## src/rtl/lc3_mem_sequencer.sv

```systemverilog
// Single-port memory sequencer for the LC-3: arbitrates fetch and data requests,
// runs direct and two-phase indirect accesses, and aborts accesses that time out.
module lc3_mem_sequencer #(
    parameter int DATA_W       = 16,
    parameter int TIMEOUT      = 15,
    parameter int FETCH_STARVE = 4
) (
    input  logic              clk,
    input  logic              reset,
    input  logic              if_req,
    input  logic [DATA_W-1:0] if_addr,
    output logic              if_ack,
    output logic [DATA_W-1:0] if_rdata,
    input  logic              d_req,
    input  logic              d_we,
    input  logic              d_ind,
    input  logic [DATA_W-1:0] d_addr,
    input  logic [DATA_W-1:0] d_wdata,
    output logic              d_ack,
    output logic [DATA_W-1:0] d_rdata,
    output logic              err,
    output logic              mem_en,
    output logic              mem_we,
    output logic [DATA_W-1:0] mem_addr,
    output logic [DATA_W-1:0] mem_wdata,
    input  logic [DATA_W-1:0] mem_rdata,
    input  logic              mem_ready,
    output logic              busy
);

    // state  | meaning
    // IDLE   | no access in flight, arbitrating
    // IF_ACC | instruction fetch on the memory port
    // D_ACC  | data access, or pointer read of an indirect access
    // D_PTR  | second phase of an indirect access at the loaded pointer
    // RESP   | one-cycle ack; no grant so requesters can drop req
    typedef enum logic [2:0] {IDLE, IF_ACC, D_ACC, D_PTR, RESP} state_t;

    localparam int              SW         = $clog2(FETCH_STARVE + 1);
    localparam logic [SW-1:0]   STARVE_MAX = SW'(FETCH_STARVE);
    localparam logic [7:0]      WAIT_LAST  = 8'(TIMEOUT - 1);

    state_t            state, state_nxt;
    logic [SW-1:0]     starve_cnt, starve_nxt;
    logic [7:0]        wait_cnt, wait_nxt;
    logic              lat_we, lat_we_nxt;
    logic              lat_ind, lat_ind_nxt;
    logic              mem_en_nxt, mem_we_nxt;
    logic [DATA_W-1:0] mem_addr_nxt, mem_wdata_nxt;
    logic [DATA_W-1:0] if_rdata_nxt, d_rdata_nxt;
    logic              if_ack_nxt, d_ack_nxt, err_nxt;

    always_comb begin
        state_nxt     = state;
        starve_nxt    = starve_cnt;
        wait_nxt      = wait_cnt;
        lat_we_nxt    = lat_we;
        lat_ind_nxt   = lat_ind;
        mem_en_nxt    = mem_en;
        mem_we_nxt    = mem_we;
        mem_addr_nxt  = mem_addr;
        mem_wdata_nxt = mem_wdata;
        if_rdata_nxt  = if_rdata;
        d_rdata_nxt   = d_rdata;
        if_ack_nxt    = 1'b0;
        d_ack_nxt     = 1'b0;
        err_nxt       = 1'b0;

        unique case (state)
            IDLE: begin
                if (d_req && !(if_req && starve_cnt == STARVE_MAX)) begin
                    state_nxt     = D_ACC;
                    lat_we_nxt    = d_we;
                    lat_ind_nxt   = d_ind;
                    mem_en_nxt    = 1'b1;
                    mem_we_nxt    = d_we && !d_ind;
                    mem_addr_nxt  = d_addr;
                    mem_wdata_nxt = d_wdata;
                    wait_nxt      = '0;
                    if (!if_req)
                        starve_nxt = '0;
                    else if (starve_cnt != STARVE_MAX)
                        starve_nxt = starve_cnt + 1'b1;
                end else if (if_req) begin
                    state_nxt     = IF_ACC;
                    lat_we_nxt    = 1'b0;
                    lat_ind_nxt   = 1'b0;
                    mem_en_nxt    = 1'b1;
                    mem_we_nxt    = 1'b0;
                    mem_addr_nxt  = if_addr;
                    mem_wdata_nxt = '0;
                    wait_nxt      = '0;
                    starve_nxt    = '0;
                end
            end
            IF_ACC, D_ACC, D_PTR: begin
                if (mem_ready) begin
                    if (state == D_ACC && lat_ind) begin
                        // pointer read done: reuse the port for the real access
                        state_nxt    = D_PTR;
                        mem_addr_nxt = mem_rdata;
                        mem_we_nxt   = lat_we;
                        wait_nxt     = '0;
                    end else begin
                        state_nxt  = RESP;
                        mem_en_nxt = 1'b0;
                        mem_we_nxt = 1'b0;
                        if (state == IF_ACC) begin
                            if_ack_nxt   = 1'b1;
                            if_rdata_nxt = mem_rdata;
                        end else begin
                            d_ack_nxt = 1'b1;
                            if (!lat_we)
                                d_rdata_nxt = mem_rdata;
                        end
                    end
                end else if (wait_cnt == WAIT_LAST) begin
                    state_nxt  = RESP;
                    mem_en_nxt = 1'b0;
                    mem_we_nxt = 1'b0;
                    err_nxt    = 1'b1;
                    if (state == IF_ACC) begin
                        if_ack_nxt   = 1'b1;
                        if_rdata_nxt = '0;
                    end else begin
                        d_ack_nxt   = 1'b1;
                        d_rdata_nxt = '0;
                    end
                end else begin
                    wait_nxt = wait_cnt + 8'd1;
                end
            end
            RESP:    state_nxt = IDLE;
            default: state_nxt = IDLE;
        endcase
    end

    always_ff @(posedge clk or negedge reset) begin
        if (!reset) begin
            state      <= IDLE;
            starve_cnt <= '0;
            wait_cnt   <= '0;
            lat_we     <= 1'b0;
            lat_ind    <= 1'b0;
            mem_en     <= 1'b0;
            mem_we     <= 1'b0;
            mem_addr   <= '0;
            mem_wdata  <= '0;
            if_rdata   <= '0;
            d_rdata    <= '0;
            if_ack     <= 1'b0;
            d_ack      <= 1'b0;
            err        <= 1'b0;
            busy       <= 1'b0;
        end else begin
            state      <= state_nxt;
            starve_cnt <= starve_nxt;
            wait_cnt   <= wait_nxt;
            lat_we     <= lat_we_nxt;
            lat_ind    <= lat_ind_nxt;
            mem_en     <= mem_en_nxt;
            mem_we     <= mem_we_nxt;
            mem_addr   <= mem_addr_nxt;
            mem_wdata  <= mem_wdata_nxt;
            if_rdata   <= if_rdata_nxt;
            d_rdata    <= d_rdata_nxt;
            if_ack     <= if_ack_nxt;
            d_ack      <= d_ack_nxt;
            err        <= err_nxt;
            busy       <= (state_nxt != IDLE);
        end
    end

endmodule

```

## config.mk

```make
export PLATFORM = sky130hd
export DESIGN_NAME = lc3_mem_sequencer
export DESIGN_NICKNAME = d
export VERILOG_FILES = /design/src/rtl/lc3_mem_sequencer.sv
export SDC_FILE = /design/constraint.sdc
export NUM_CORES = 1
export LEC_CHECK = 0
export CAP_MARGIN = 20
export CORE_ASPECT_RATIO = 0.9
export CORE_UTILIZATION = 43
export CTS_CLUSTER_DIAMETER = 40
export DETAILED_ROUTE_END_ITERATION = 8
export GPL_ROUTABILITY_DRIVEN = 0
export GPL_TIMING_DRIVEN = 0
export HOLD_SLACK_MARGIN = 0.1
export PLACE_DENSITY = 0.88
export SKIP_CTS_REPAIR_TIMING = 1
export SLEW_MARGIN = 10
export SYNTH_ARGS = -nofsm -noshare
export SYNTH_HDL_FRONTEND = slang
export SYNTH_SLANG_ARGS = --single-unit
export TNS_END_PERCENT = 50
```

## constraint.sdc

```tcl
create_clock -name clk -period 2.6 [get_ports clk]
set_input_delay 0.52 -clock clk [delete_from_list [all_inputs] [get_ports clk]]
set_output_delay 0.52 -clock clk [all_outputs]
set_load 0.02 [all_outputs]
```

Yosys cells after proc, flatten, opt, wreduce, memory -nomap -nowiden
Cells that the tools add are included.
{ "classes": {"n_addsub": 2, "eq_ne": 16, "muxes": 60, "n_bitwise": 1, "n_reduce_logical": 20} }
{ "ops": {"columns": ["operator", "n"], "rows": [
  ["$mux W16", 17],
  ["$mux W8", 5],
  ["$pmux W16 S2", 1],
  ["$mux W3", 9],
  ["$mux W1", 24],
  ["$ne A3 B3 Y1 const B", 6],
  ["$pmux W8 S2", 1],
  ["$reduce_and A4 Y1", 4],
  ["$add A8 B1 Y8 const B", 1],
  ["$eq A8 B4 Y1 const B", 1],
  ["$ne A2 B2 Y1 const B", 4],
  ["$eq A3 B2 Y1 const B", 2],
  ["$pmux W3 S2", 1],
  ["$reduce_and A3 Y1", 2],
  ["$reduce_bool A2 Y1", 3],
  ["$reduce_and A5 Y1", 1],
  ["$logic_and A1 B1 Y1", 4],
  ["$pmux W1 S2", 2],
  ["$add A3 B1 Y3 const B", 1],
  ["$eq A3 B1 Y1 const B", 1],
  ["$eq A3 B3 Y1 const B", 1],
  ["$logic_not A3 Y1", 1],
  ["$ne A3 B2 Y1 const B", 1],
  ["$reduce_bool A3 Y1", 1],
  ["other kinds (4)", 5]
]} }
{ "word_totals": {"reg_bits": 86, "inputBits": 71, "wordCells": 114} }

Depth between registers and ports, before layout
{ "logic_depth": {"ltp_word": 7, "ltp_mapped": 9} }

Worst setup path after synthesis
OpenSTA, ideal clock, no wires.
{ "synth_timing": {"kind": "reg2reg", "startpoint": "reg wait_cnt[0]", "endpoint": "reg d_rdata[10]", "setup_ns": 0.125, "arrival_ns": 1.940, "setup_slack_ns": 0.535, "stages_incl_launch_ff": 8, "path_buffers": 1, "cell_sequence": "dfrtp_1 > inv_1 > ha_1 > nand4b_2 > mux2_2 > nor3b_4 > buf_8 > mux2_4"} }
{ "synth_via": {"elab_chain_len": 3} }
{ "synth_lines": {"columns": ["item", "line_no", "rtl"], "rows": [
  ["from (decl)", "45", "logic [7:0] wait_cnt, wait_nxt;"],
  ["from (signal assigned)", "158", "wait_cnt <= wait_nxt;"],
  ["$eq A8 B4 Y1", "117", "end else if (wait_cnt == WAIT_LAST) begin"],
  ["$reduce_bool A2 Y1 (no source line)", null, null],
  ["$reduce_and A5 Y1 (no source line)", null, null],
  ["to (signal assigned)", "166", "d_rdata <= d_rdata_nxt;"],
  ["to (decl)", "20", "output logic [DATA_W-1:0] d_rdata,"]
]} }
No other way between the ends.
A chain may end at the register's enable or synchronous reset.

Worst setup path after layout
{ "layout_timing": {"startpoint": "reg starve_cnt[0]", "endpoint": "reg mem_addr[6]"} }
{ "layout_via": {"elab_chain_len": 6} }
{ "layout_lines": {"columns": ["item", "line_no", "rtl"], "rows": [
  ["from (decl)", "44", "logic [SW-1:0] starve_cnt, starve_nxt;"],
  ["from (signal assigned)", "157", "starve_cnt <= starve_nxt;"],
  ["$eq A3 B3 Y1 *", "71", "if (d_req && !(if_req && starve_cnt == STARVE_MAX)) begin"],
  ["$logic_and A1 B1 Y1 *", "71", null],
  ["$logic_not A1 Y1 *", "71", null],
  ["$logic_and A1 B1 Y1 *", "71", null],
  ["$ne A3 B3 Y1 (no source line) or $mux W16 (tied branches)", null, null],
  ["$reduce_and A4 Y1 (no source line) or $pmux W16 S2 (tied branches)", null, null],
  ["to (signal assigned)", "163", "mem_addr <= mem_addr_nxt;"],
  ["to (decl)", "24", "output logic [DATA_W-1:0] mem_addr,"]
]} }
Every way passes the cells marked *; elsewhere a longest branch is shown, timed or not.

==> reports/results.txt <==
status - completed
1st-iter DRT viols - 205
max frequency - 416 MHz
Cells after DPL - 605
area occupied by multi-input gates - 0.00165 mm2
Post-Route Utilization - 66.0%
Die W - 102 um
Layout Cells excl Fill - 622
clk_lat worst skew - 0.35 ns
Residual DRC - 0
number of synthesized register bits - 86
Mapped Area - 0.00391 mm2
Hold Fails Final Rpt - 0
global route overflow - 0
vias in the first global route - 3459
detailed-route wire length per cell - 17.7 um
Worst Path Arrival - 2.70 ns
Hold Slack - 0.481 ns
Root Driver - clkbuf_8
share of layout cells above drive strength 1 - 11.7%
RSZ-0062 raised after global routing - no
largest net degree at the start of global routing - 68
final setup TNS - 0 ns
TritonCTS clock tree - done
Worst Path Required - 2.89 ns
Worst R2R Setup Slack - 0.20 ns
Final Critical Period - 2.40 ns
Die Footprint - 0.00947 mm2
Mapped Cells - 346
std cell rows - 32
via count - 3327
Port Buffers - 139
Synth cell types - 38
total routed wirelength - 11000 um
DRT Pass-1 Iters - 6
final setup skew - 0.00818 ns
DP Wirelength - 7850 um
antenna violations before repair - 0
register area - 0.00215 mm2
CTS buffer count - 9
Die Height - 92.4 um
Worst-path clk slew - 0.09 ns
Pwr per Cell Area - 1190 mW/mm2
CTS sink count - 86
synth warn - 0
core box area - 0.00869 mm2
CTS H-tree depth - 3
Setup-failing EPs final - 0
largest stage delay on the critical path - 0.50 ns
Synth area leaders - dfrtp_1, mux2_2, nand2_1
slowest CP cell - clkbuf_1
Syn-to-layout area delta - 46.8%
Synth area leader - dfrtp_1
worst-margin pin slew - 0.684 ns
Fillers - 682
Cell Chain, Critical Path - inv_1 -> ha_1 -> nand3_1 -> and2_1 -> clkbuf_1 -> clkbuf_2 -> nand2_1 -> a311oi_1 -> a21o_1
Leak - 0.00253 uW
global-route wire length before repair - 17500 um
maximum VDD drop - 0.621 mV
period utilisation layout - 92.5%
antenna viol nets, final - 0
All-Layer GR Usage - 24.7%
Final Slew Violations - 0
Slew HR - 54.3%
initial core utilization - 45.0%
number of max-cap violations - 0
Syn Nets - 421
I/O pin total - 141
WS Path Type - flop to flop
Synth top area share - 55.1%
n_diodes - 0
Worst setup EP type - flop
Tightest Hold Check Type - flop to flop
Crit Path Max Fanout - 10
sequential fraction of the synthesis area - 55.1%
element type at the critical path start - flop
average cell area after synthesis - 11.3 um2
drt via density - 5.35
Layout Nets - 573
worst-case clock buffer depth - 2
[per-stage QoR]
stage / total power (uW) / instance area [um2] / setup WS [ns]
after global placement: 5570 / 5450 / -1.94
final: 6840 / 5740 / 0.195
after global routing: 7230 / 5740 / 0.0469
after detailed placement: 5720 / 5470 / -0.330
after CTS: 6880 / 5720 / 0.0424
after floorplan: 4150 / 3910 / 0.535
[layout make-up]
cell class | instances | share of cell area (%)
buffer | 22 | 1.72
clock buffer | 11 | 2.46
clock inverter | 5 | 1.85
inverter | 4 | 0.262
multi-input combinational | 234 | 28.7
sequential | 86 | 37.5
tap | 119 | 2.60
timing repair buffer | 141 | 24.9
[cell usage after synthesis, drive strengths merged]
cell and instances:
nand4b 1, or3 1, a31oi 1, or4 1, mux2 35, buf 2, nand2b 1, dfrtp 86
nand4 4, nand3 4, o21ai 17, nand2 47, a32oi 2, and2 19, o31ai 2, nor2 28
inv 4, nor3 4, a21boi 2, nand3b 1, and3 1, nor2b 3, a311o 1, a32o 1
a22o 18, a21o 16, o32a 1, o21bai 2, nor3b 1, a311oi 16, ha 4, clkbuf 20
[cells by family (layout without fill, tap and decap cells)]
logic type      Yosys count  in the layout  synth area share [%]
simple gates            116            116                  14.3
fa+ha+maj                 4              4                  1.28
compound gates           79             79                  15.4
mux                      35             35                  11.0
flops                    86             86                  55.1
buf+inv                  26            183                  2.88
[cells in the final DEF, fill, tap and decap left out, types with 3 or more instances in the layout]
| cell type | n |
|---|---|
| ha_1 | 4 |
| nor2_1 | 27 |
| nor3_1 | 3 |
| a311oi_1 | 16 |
| nand2_1 | 47 |
| dfrtp_1 | 86 |
| clkbuf_8 | 10 |
| nor2b_1 | 3 |
| nand3_1 | 4 |
| a22o_1 | 18 |
| mux2_4 | 10 |
| bufinv_16 | 3 |
| inv_1 | 4 |
| a21o_1 | 16 |
| mux2_2 | 25 |
| clkdlybuf4s50_1 | 138 |
| nand4_1 | 4 |
| clkbuf_1 | 20 |
| and2_1 | 19 |
| o21ai_0 | 16 |
[worst max-delay path, delay by kind of cell, from the launching register on]
kind                     cells  cell delay (ns)
flip-flops                   1             0.42
buffers and inverters        3             0.95
AND/OR/NAND/NOR              3             0.32
adder cells (fa/ha/maj)      1             0.20
AO/OA/AOI/OAI                2             0.45
[final timing paths]
kind,end,cells after the start,start
min,mem_addr[1]$_DFFE_PN0P_,1,mem_addr[1]$_DFFE_PN0P_
max reg2reg,mem_addr[6]$_DFFE_PN0P_,9,starve_cnt[0]$_DFFE_PN0P_
max in group asynchronous,d_rdata[5]$_DFFE_PN0P_,3,reset
min reg2reg,mem_addr[1]$_DFFE_PN0P_,1,mem_addr[1]$_DFFE_PN0P_
max,mem_addr[6]$_DFFE_PN0P_,9,starve_cnt[0]$_DFFE_PN0P_
min in group asynchronous,d_rdata[11]$_DFFE_PN0P_,2,reset
[sequential cells by signal, indices dropped and copies added, names as in the netlist, 3 cells and up]
name        cells
d_rdata        16
if_rdata       16
starve_cnt      3
mem_wdata      16
mem_addr       16
state           3
wait_cnt        8
[per-layer routing]
layer,part of all wire (%),up-vias,track usage [%],wire [um]
met5,0,-,0,0
met4,0.69,0,6.07,76
met3,8.1,7,8.00,894
met2,51,133,40.5,5580
met1,41,1651,31.4,4480
li1,-,1536,-,-
[power breakdown]
part | total (uW) | internal (uW) | leakage (uW) | switching [uW]
logic | 3500 | 1660 | 0.00131 | 1840
clock network | 1140 | 667 | 0.000120 | 475
registers | 2200 | 1870 | 0.00111 | 321
No activity file was read; power rests on OpenSTA's default activity.
